[config.mk]
export PLATFORM = sky130hd
export DESIGN_NAME = frame_wr_sched
export DESIGN_NICKNAME = d
export VERILOG_FILES = /design/src/rtl/cam_axi_pkg.sv /design/src/rtl/frame_buf_sel.sv /design/src/rtl/frame_wr_sched.sv
export SDC_FILE = /design/constraint.sdc
export NUM_CORES = 1
export LEC_CHECK = 0
export BUFFER_PORTS_ARGS = -buffer_cell sky130_fd_sc_hd__buf_4
export CAP_MARGIN = 20
export CORE_MARGIN = 4
export CORE_UTILIZATION = 52
export CTS_CLUSTER_SIZE = 12
export DETAILED_ROUTE_END_ITERATION = 8
export HOLD_SLACK_MARGIN = 0.05
export PLACE_DENSITY_LB_ADDON = 0.08
export SYNTH_ARGS = -nofsm -noshare
export SYNTH_HDL_FRONTEND = slang
export SYNTH_HIERARCHICAL = 1
export SYNTH_SLANG_ARGS = --single-unit
export TNS_END_PERCENT = 30
[constraint.sdc]
create_clock -name m00_axi_aclk -period 2.3 [get_ports m00_axi_aclk]
set_clock_uncertainty 0.05 [all_clocks]
set_input_delay 0.115 -clock m00_axi_aclk [delete_from_list [all_inputs] [get_ports m00_axi_aclk]]
set_output_delay 0.115 -clock m00_axi_aclk [all_outputs]
set_load 0.03 [all_outputs]
[src/rtl/cam_axi_pkg.sv]
// Shared types for the camera-to-AXI frame writer.
// State enum, buffer index type and burst sizing helpers.
package cam_axi_pkg;

  localparam int NUM_BUFS    = 3;
  localparam int BURST_BYTES = 128 * 32 / 8;

  typedef logic [1:0] buf_idx_t;

  typedef enum logic [2:0] {
    S_IDLE,
    S_WAIT_SOF,
    S_WAIT_DATA,
    S_ISSUE,
    S_WAIT_RESP
  } state_t;

  function automatic int burst_bytes(int len, int dw);
    return len * dw / 8;
  endfunction

  // Ring successor over the triple buffer; out-of-range wraps to 0.
  function automatic buf_idx_t buf_inc(buf_idx_t i);
    return (i >= buf_idx_t'(NUM_BUFS - 1)) ? '0 : i + 2'd1;
  endfunction

endpackage

[src/rtl/frame_buf_sel.sv]
// Triple-buffer selector: picks the next buffer to write,
// skipping the one held by the display reader.
// Ports: last_idx (last complete buffer), rd_idx (reader),
//        sel_idx (buffer to write next).
module frame_buf_sel
  import cam_axi_pkg::*;
(
  input  buf_idx_t last_idx,
  input  buf_idx_t rd_idx,
  output buf_idx_t sel_idx
);

  buf_idx_t nxt;
  buf_idx_t nxt2;

  always_comb begin
    nxt     = buf_inc(last_idx);
    nxt2    = buf_inc(nxt);
    sel_idx = (nxt == rd_idx) ? nxt2 : nxt;
  end

endmodule

[src/rtl/frame_wr_sched.sv]
// Frame write scheduler: issues one AXI burst command at a
// time into a triple-buffered frame store.
// Ports: clk/rst, sched_en, frame_start, fifo_rd_count,
//   base_addr/frame_stride/rd_buf_idx (buffer config),
//   cmd_valid/cmd_ready/cmd_addr (burst request),
//   resp_valid/resp_err (write response),
//   wr_buf_idx/last_buf_idx/frame_done (frame status),
//   err_short/err_resp/clear_err (sticky errors), busy.
module frame_wr_sched
  import cam_axi_pkg::*;
#(
  parameter int ADDR_WIDTH     = 32,
  parameter int DATA_WIDTH     = 32,
  parameter int BURST_LEN      = 128,
  parameter int FRAME_BURSTS   = 1200,
  parameter int RD_COUNT_WIDTH = 11
) (
  input  logic                      m00_axi_aclk,
  input  logic                      cam_data_asy_rst,
  input  logic                      sched_en,
  input  logic                      frame_start,
  input  logic [RD_COUNT_WIDTH-1:0] fifo_rd_count,
  input  logic [ADDR_WIDTH-1:0]     base_addr,
  input  logic [ADDR_WIDTH-1:0]     frame_stride,
  input  logic [1:0]                rd_buf_idx,
  output logic                      cmd_valid,
  input  logic                      cmd_ready,
  output logic [ADDR_WIDTH-1:0]     cmd_addr,
  input  logic                      resp_valid,
  input  logic                      resp_err,
  output logic [1:0]                wr_buf_idx,
  output logic [1:0]                last_buf_idx,
  output logic                      frame_done,
  output logic                      err_short,
  output logic                      err_resp,
  input  logic                      clear_err,
  output logic                      busy
);

  localparam int CNT_W = $clog2(FRAME_BURSTS + 1);
  localparam logic [ADDR_WIDTH-1:0] STEP =
    ADDR_WIDTH'(burst_bytes(BURST_LEN, DATA_WIDTH));
  localparam logic [CNT_W-1:0] LAST_BURST =
    CNT_W'(FRAME_BURSTS - 1);

  state_t                  state;
  state_t                  state_n;
  logic [CNT_W-1:0]        burst_cnt;
  logic                    sof_pend;
  buf_idx_t                sel_idx;
  logic [ADDR_WIDTH-1:0]   sel_addr;

  logic data_ok;
  logic pend_eff;
  logic is_last;
  logic stray;
  logic do_sel;
  logic do_resp;
  logic set_short;
  logic fin;
  logic pend_set;

  frame_buf_sel u_sel (
    .last_idx (last_buf_idx),
    .rd_idx   (rd_buf_idx),
    .sel_idx  (sel_idx)
  );

  always_comb begin
    unique case (sel_idx)
      2'd1:    sel_addr = base_addr + frame_stride;
      2'd2:    sel_addr = base_addr + (frame_stride << 1);
      default: sel_addr = base_addr;
    endcase
  end

  assign data_ok  = 32'(fifo_rd_count) >= 32'(BURST_LEN);
  assign is_last  = burst_cnt == LAST_BURST;
  // A pending start is dropped as soon as the scheduler is disabled.
  assign pend_eff = sched_en && (sof_pend || frame_start);
  assign stray    = resp_valid && (state != S_WAIT_RESP);

  always_ff @(posedge m00_axi_aclk or posedge cam_data_asy_rst) begin
    if (cam_data_asy_rst) state <= S_IDLE;
    else                  state <= state_n;
  end

  always_comb begin
    state_n   = state;
    do_sel    = 1'b0;
    do_resp   = 1'b0;
    set_short = 1'b0;
    fin       = 1'b0;
    pend_set  = 1'b0;
    unique case (state)
      S_IDLE: begin
        if (sched_en) state_n = S_WAIT_SOF;
      end
      S_WAIT_SOF: begin
        if (!sched_en) state_n = S_IDLE;
        else if (frame_start) begin
          do_sel  = 1'b1;
          state_n = S_WAIT_DATA;
        end
      end
      S_WAIT_DATA: begin
        if (!sched_en) state_n = S_IDLE;
        else if (frame_start) begin
          // Nothing written yet: keep the current buffer as is.
          if (burst_cnt != '0) begin
            set_short = 1'b1;
            do_sel    = 1'b1;
          end
        end else if (data_ok) state_n = S_ISSUE;
      end
      S_ISSUE: begin
        pend_set = frame_start;
        if (cmd_ready) state_n = S_WAIT_RESP;
      end
      S_WAIT_RESP: begin
        pend_set = frame_start;
        if (resp_valid) begin
          do_resp = 1'b1;
          if (pend_eff) begin
            set_short = 1'b1;
            do_sel    = 1'b1;
            state_n   = S_WAIT_DATA;
          end else begin
            fin = is_last;
            if (!sched_en)   state_n = S_IDLE;
            else if (is_last) state_n = S_WAIT_SOF;
            else             state_n = S_WAIT_DATA;
          end
        end
      end
      default: state_n = S_IDLE;
    endcase
  end

  always_ff @(posedge m00_axi_aclk or posedge cam_data_asy_rst) begin
    if (cam_data_asy_rst) begin
      burst_cnt    <= '0;
      sof_pend     <= 1'b0;
      cmd_addr     <= '0;
      wr_buf_idx   <= 2'd0;
      last_buf_idx <= 2'd2;
      frame_done   <= 1'b0;
      err_short    <= 1'b0;
      err_resp     <= 1'b0;
    end else begin
      frame_done <= fin;
      if (fin) last_buf_idx <= wr_buf_idx;
      // A restart overrides the address advance of its response.
      if (do_sel) begin
        wr_buf_idx <= sel_idx;
        cmd_addr   <= sel_addr;
        burst_cnt  <= '0;
      end else if (do_resp) begin
        burst_cnt <= burst_cnt + CNT_W'(1);
        cmd_addr  <= cmd_addr + STEP;
      end
      if (!sched_en || do_sel) sof_pend <= 1'b0;
      else if (pend_set)       sof_pend <= 1'b1;
      // Set beats clear when both happen together.
      if (set_short)      err_short <= 1'b1;
      else if (clear_err) err_short <= 1'b0;
      if (stray || (do_resp && resp_err)) err_resp <= 1'b1;
      else if (clear_err)                 err_resp <= 1'b0;
    end
  end

  assign cmd_valid = state == S_ISSUE;
  assign busy      = state != S_IDLE;

endmodule

======== Word level (Yosys, flattened, before mapping) ========
Cells that the tools add are included.
storage, ports and cells
  bits in registers ....................... 54
  bits of input ports ..................... 85
  output and inout bits ................... 41
cells by class
  magnitude comparators ................... 3
  eq/ne operators ......................... 15
  muxes and demuxes ....................... 40
  add/subtract/negate cells ............... 6
  reductions and logical operators ........ 16
operators with widths
  kind                                                                 number
  adder 32 bit                                                         2
  two-way mux 32 bit                                                   2
  case mux 32 bit (2 select lines)                                     1
  adder 32 x 10 -> 32 bit (second input constant)                      1
  two-way mux 3 bit                                                    8
  two-way mux 11 bit                                                   2
  two-way mux 1 bit                                                    18
  case mux 3 bit (5 select lines)                                      1
  two-way mux 2 bit                                                    6
  != test 3 bit (second input constant)                                4
  adder 11 x 1 -> 11 bit (second input constant)                       1
  == test 11 bit (second input constant)                               1
  greater-or-equal comparator 11 x 8 -> 1 bit (second input constant)  1
  nonzero test 11 bit                                                  1
  nonzero test 2 bit                                                   4
  == test 3 x 2 -> 1 bit (second input constant)                       2
  AND reduction 6 bit                                                  1
  adder 2 x 1 -> 2 bit (second input constant)                         2
  greater-or-equal comparator 2 bit (second input constant)            2
  != test 2 bit (second input constant)                                2
  == test 3 x 1 -> 1 bit (second input constant)                       1
  == test 3 bit (second input constant)                                1
  logical AND 1 bit                                                    3
  zero test 3 bit                                                      1
  other kinds (10)                                                     12

======== Longest topological paths before layout ========
  word-level depth ........................ 8
  mapped depth ............................ 12
  gate-level depth less buffers ........... 12

======== Modules after synthesis ========
The synthesis kept the hierarchy.
modules (own cells, without submodules)
  module          times used  area each (um^2)  cells an instance  seq. area each (um^2)
  frame_wr_sched  1           6513.7            844                1352.5
  frame_buf_sel   1           45.0              6                  0.0

======== Worst setup path before layout ========
Ideal clock, no wire load.
  path type ............................... input -> register
  start ................................... input port base_addr[1]
  end ..................................... register cmd_addr[31]
  arrival time ............................ 2508 ps
  setup slack ............................. -376 ps
  required time ........................... 2132 ps
  stages on the path ...................... 11
  buffers on the path ..................... 0
  library setup time ...................... 118 ps
  cells stage by stage .................... ha_1 fa_1 a211oi_1 o211ai_1 a2111o_1 nand2_1 o21ai_0 o31a_1 xnor2_1 a21o_1 a21o_1
on the way
  longest elaborated chain between the ends .. 3
  elaborated cells between the ends (all ways) .. 4
  classes of those cells .................. add/sub: 2; mux: 2
RTL lines
  element                                 RTL line                                    source
  start, declared                         frame_wr_sched.sv:23                        input logic [ADDR_WIDTH-1:0] base_addr,
  adder 32 bit, on equally long branches  frame_wr_sched.sv:72, frame_wr_sched.sv:71
  case mux 32 bit (2 select lines) (*)    frame_wr_sched.sv:70                        unique case (sel_idx)
  two-way mux 32 bit (*)                  frame_wr_sched.sv:154                       if (do_sel) begin
  end signal, assigned                    frame_wr_sched.sv:156                       cmd_addr <= sel_addr;
  end signal, assigned                    frame_wr_sched.sv:160                       cmd_addr <= cmd_addr + STEP;
  end, declared                           frame_wr_sched.sv:28                        output logic [ADDR_WIDTH-1:0] cmd_addr,
Every way passes the cells marked *; elsewhere a longest branch is shown, timed or not.
A chain may end at the register's enable or synchronous reset.

======== Worst setup path in the final report ========
  start ................................... register burst_cnt[9]
  end ..................................... register cmd_addr[25]
on the way
  longest elaborated chain between the ends .. 6
  elaborated cells between the ends (all ways) .. 7
  classes of those cells .................. mux: 5; reduce/logical: 2
RTL lines
  element                                                   RTL line               source
  start, declared                                           frame_wr_sched.sv:48   logic [CNT_W-1:0] burst_cnt;
  start signal, assigned                                    frame_wr_sched.sv:159  burst_cnt <= burst_cnt + CNT_W'(1);
  nonzero test 11 bit (*)                                   frame_wr_sched.sv:110  if (burst_cnt != '0) begin
  two-way mux 1 bit (*)                                     frame_wr_sched.sv:110
  two-way mux 1 bit (*)                                     frame_wr_sched.sv:108  else if (frame_start) begin
  two-way mux 1 bit (*)                                     frame_wr_sched.sv:107  if (!sched_en) state_n = S_IDLE;
  case mux 1 bit (3 select lines) (*)                       frame_wr_sched.sv:95   unique case (state)
  two-way mux 32 bit or nonzero test 2 bit (tied branches)  -
Marks and branches as above.

==> results.md <==
* Status: finished with violations
* Failing checks: setup timing
* Combinational share of power at 64.9%
* Syn nets at 1,003
* Maximum vdd drop at 0.3684 mV
* Multi-input gate area at 0.005385 mm2
* Post-route setup TNS at -1627 ps
* Worst slew pin tran at 486.7 ps
* Number of fill cells at 824
* Final wirelength at 25.01 mm
* Fin nets at 1,303
* Synth unique cells at 75
* NetSw at 3221 uW
* Largest net degree at the start of global routing at 38
* Async S/R FF share, synth at 100.0%
* Prevailing post-synth register cell: dfrtp_1
* WHS at 45.22 ps
* First-pass GRT wire length at 38.72 mm
* Post-Syn Area per Cell at 7.716 um2
* Top cell type's share of synthesized area at 20.22%
* Core Rows at 40
* H-tree Lvls at 2
* CTS tree: done
* Slew Limit Headroom at 67.21%
* Max-Cap Viols at 0
* Crit path DAT at 2600 ps
* Share of cells above drive strength 1 at 36.49%
* Worst Setup End Kind: register
* CTS max path bufs at 2
* First-pass DRT Iterations at 5
* Synth Register Bits at 54
* Synth top area cells: dfrtp_1, ha_1, a21oi_1
* Via/cell ratio at 6.126
* GR Util met3 at 4.864%
* GR Layer Usage met1 at 43.16%
* Total grt overflow at 0
* Antenna Cells at 0
* Final cycle utilization of the critical path at 105.8%
* Leak at 0.004626 uW
* Drt first-iter violations at 666
* Mapped Area at 0.006559 mm2
* Die X at 120.3 um
* Flop pwr share at 23.9%
* Crit-path cells: or4_4 > nor4bb_4 > o31a_1 > buf_4 > o21a_4 > buf_12 > buf_6 > a21oi_2 > a32oi_1
* Antenna viol nets, final at 0
* GRT Total Usage at 32.78%
* EDFF count, synth at 0
* Final core occ at 81.21%
* Gr busiest metal: met2
* Worst-Skew Late Latency at 300 ps
* Fmax at 411.0 MHz
* Minimum clock period at 2433 ps
* Vias in the first global route at 7,871
* P per Cell Area at 696.0 mW/mm2
* CTS Buf Count at 5
* Area Overhead vs Synth at 50.59%
* Int Power at 3654 uW
* CTS root buf: clkbuf_16
* DR WL/cell at 18.96 um
* Via Count at 8,080
* Buf+Inv Stages, Crit Path at 3
* Clk slew on worst S/H paths at 70 ps
* Clk sinks at 54
* Core area at 0.01216 mm2
* Final GP Congestion at 0.9671
* Leading area contributor after synthesis: dfrtp_1
* Worst Path Max Fanout at 7
* CP Launch Type: register
* Post-Layout Cell Count at 1,319
* CP peak stage delay at 570 ps
* Initial antenna violation count at 0
* Clock group share of total power at 11.1%
* Worst hold path class: in2reg
* Synth Instances at 850
* Port Buf Inserts at 118
* DP Wirelength at 18.71 mm
* Crit path max-delay family: simple AND/OR/NAND/NOR gates
* DIE HEIGHT at 120.3 um
* Final hold vios at 0
* Slew Viols, Final at 0
* CP required at 2470 ps
* Synthesis Warnings at 6
* Met2 GRT Util at 55.32%
* Critical path's slowest cell: or4_4
* Fin worst setup slack at -133.0 ps
* RSZ-0062 raised after global routing: yes
* Placed Cells at 1,287
* Die ar. at 0.01447 mm2
* Seq/Total Area, Yosys at 20.62%
* WS Path Type: reg2reg
* Seq. cell area at 0.001353 mm2
* DRC at 0
* Switch share at 46.85%
* Initial core utilization at 53.93%
* Overall power at 6875 uW
* Setup violators final at 24
* I/O pin cnt at 126
## worst paths after layout
| kind | start | endpoint | slack (ps) | cells after the start |
|---|---|---|---|---|
| min in group asynchronous | cam_data_asy_rst | cmd_addr[19] | 360 | 3 |
| worst max-delay path | burst_cnt[9] | cmd_addr[25] | -130 | 9 |
| worst min register to register | cmd_addr[7] | cmd_addr[7] | 450 | 2 |
| max in group asynchronous | cam_data_asy_rst | last_buf_idx[1] | 1220 | 4 |
| worst max register to register | burst_cnt[9] | cmd_addr[25] | -130 | 9 |
| worst min-delay path | resp_err | err_resp | 50 | 3 |
## cells in the mapped netlist (all sizes together) (21+ instances only)
library cell,count
a21oi,84
nand2,74
o21ai,73
nor2,67
ha,66
dfrtp,53
xnor2,46
xor2,39
inv,33
clkbuf,30
a21o,28
nand3,27
nand4,21
## timing repair
action                     CTS  global route
pin swaps                   40            32
hold buffers                 3             0
setup buffers               16             5
setup endpoints to repair   32            31
hold endpoints to repair    21             0
gates cloned                 1             0
resized for setup           62            46
## logic make-up after synthesis
family / synth area share, %
compound gates: 29.82
xor+xnor: 11.35
fa+ha+maj: 13.20
buf+inv: 4.178
flops: 20.62
mux: 0.9538
simple gates: 19.88
## registers in the layout, summed over array words and instances, names as in the netlist
| register | cells |
|---|---|
| cmd_addr | 32 |
| last_buf_idx | 2 |
| err_resp | 1 |
| frame_done | 1 |
| err_short | 1 |
| burst_cnt | 11 |
| sof_pend | 1 |
| state | 3 |
| wr_buf_idx | 2 |
## area by class of cell
class / instances / share of cell area [%]
sequential: 54 / 13.69
multi-input combinational: 725 / 54.52
timing repair buffer: 330 / 26.89
clock buffer: 6 / 1.305
tap: 168 / 2.128
clock inverter: 2 / 0.1520
inverter: 34 / 1.305
## tightest hold or removal path: stages
cell     delay [ps]
buf_4            80
o21ai_0          80
o21ai_0          70
## per-layer routing
metal | wire length [um] | vias up
met4 | 823 | 0
li1 | - | 3759
met3 | 1903 | 67
met2 | 11540 | 401
met1 | 10750 | 3853
met5 | 0 | -
## layout by cell type (no fill, tap or decap), drive strengths merged, types with 8 or more instances in the layout
cell type / n
o31ai: 8
o221ai: 8
and3: 14
dfrtp: 53
ha: 66
o22ai: 11
nand3: 27
nor3: 15
nand2: 74
xor2: 39
nor2: 67
xnor2: 46
buf: 327
o21ai: 73
a31oi: 9
nand4: 21
nand2b: 9
a221oi: 10
a21o: 28
o21bai: 11
or3: 9
a21oi: 84
inv: 33
## stage by stage
stage / cell area [um2] / setup WS, ps
5_1_grt: 9877 / -207.7
3_3_place_gp: 9084 / -506.5
2_1_floorplan: 6624 / -76.00
4_1_cts: 9693 / -145.4
3_5_place_dp: 9084 / -584.5
6_report: 9877 / -133.0
## power by group through the flow
stage                     combinational (uW)  clock (uW)  sequential (uW)
after floorplan                         1800           0             2150
after global placement                  3910           0             1610
after detailed placement                4000           0             1640
after CTS                               4240         760             1620
after global routing                    4740         799             1690
final                                   4460         764             1650
Note: power is estimated with default switching activity, not from simulation.
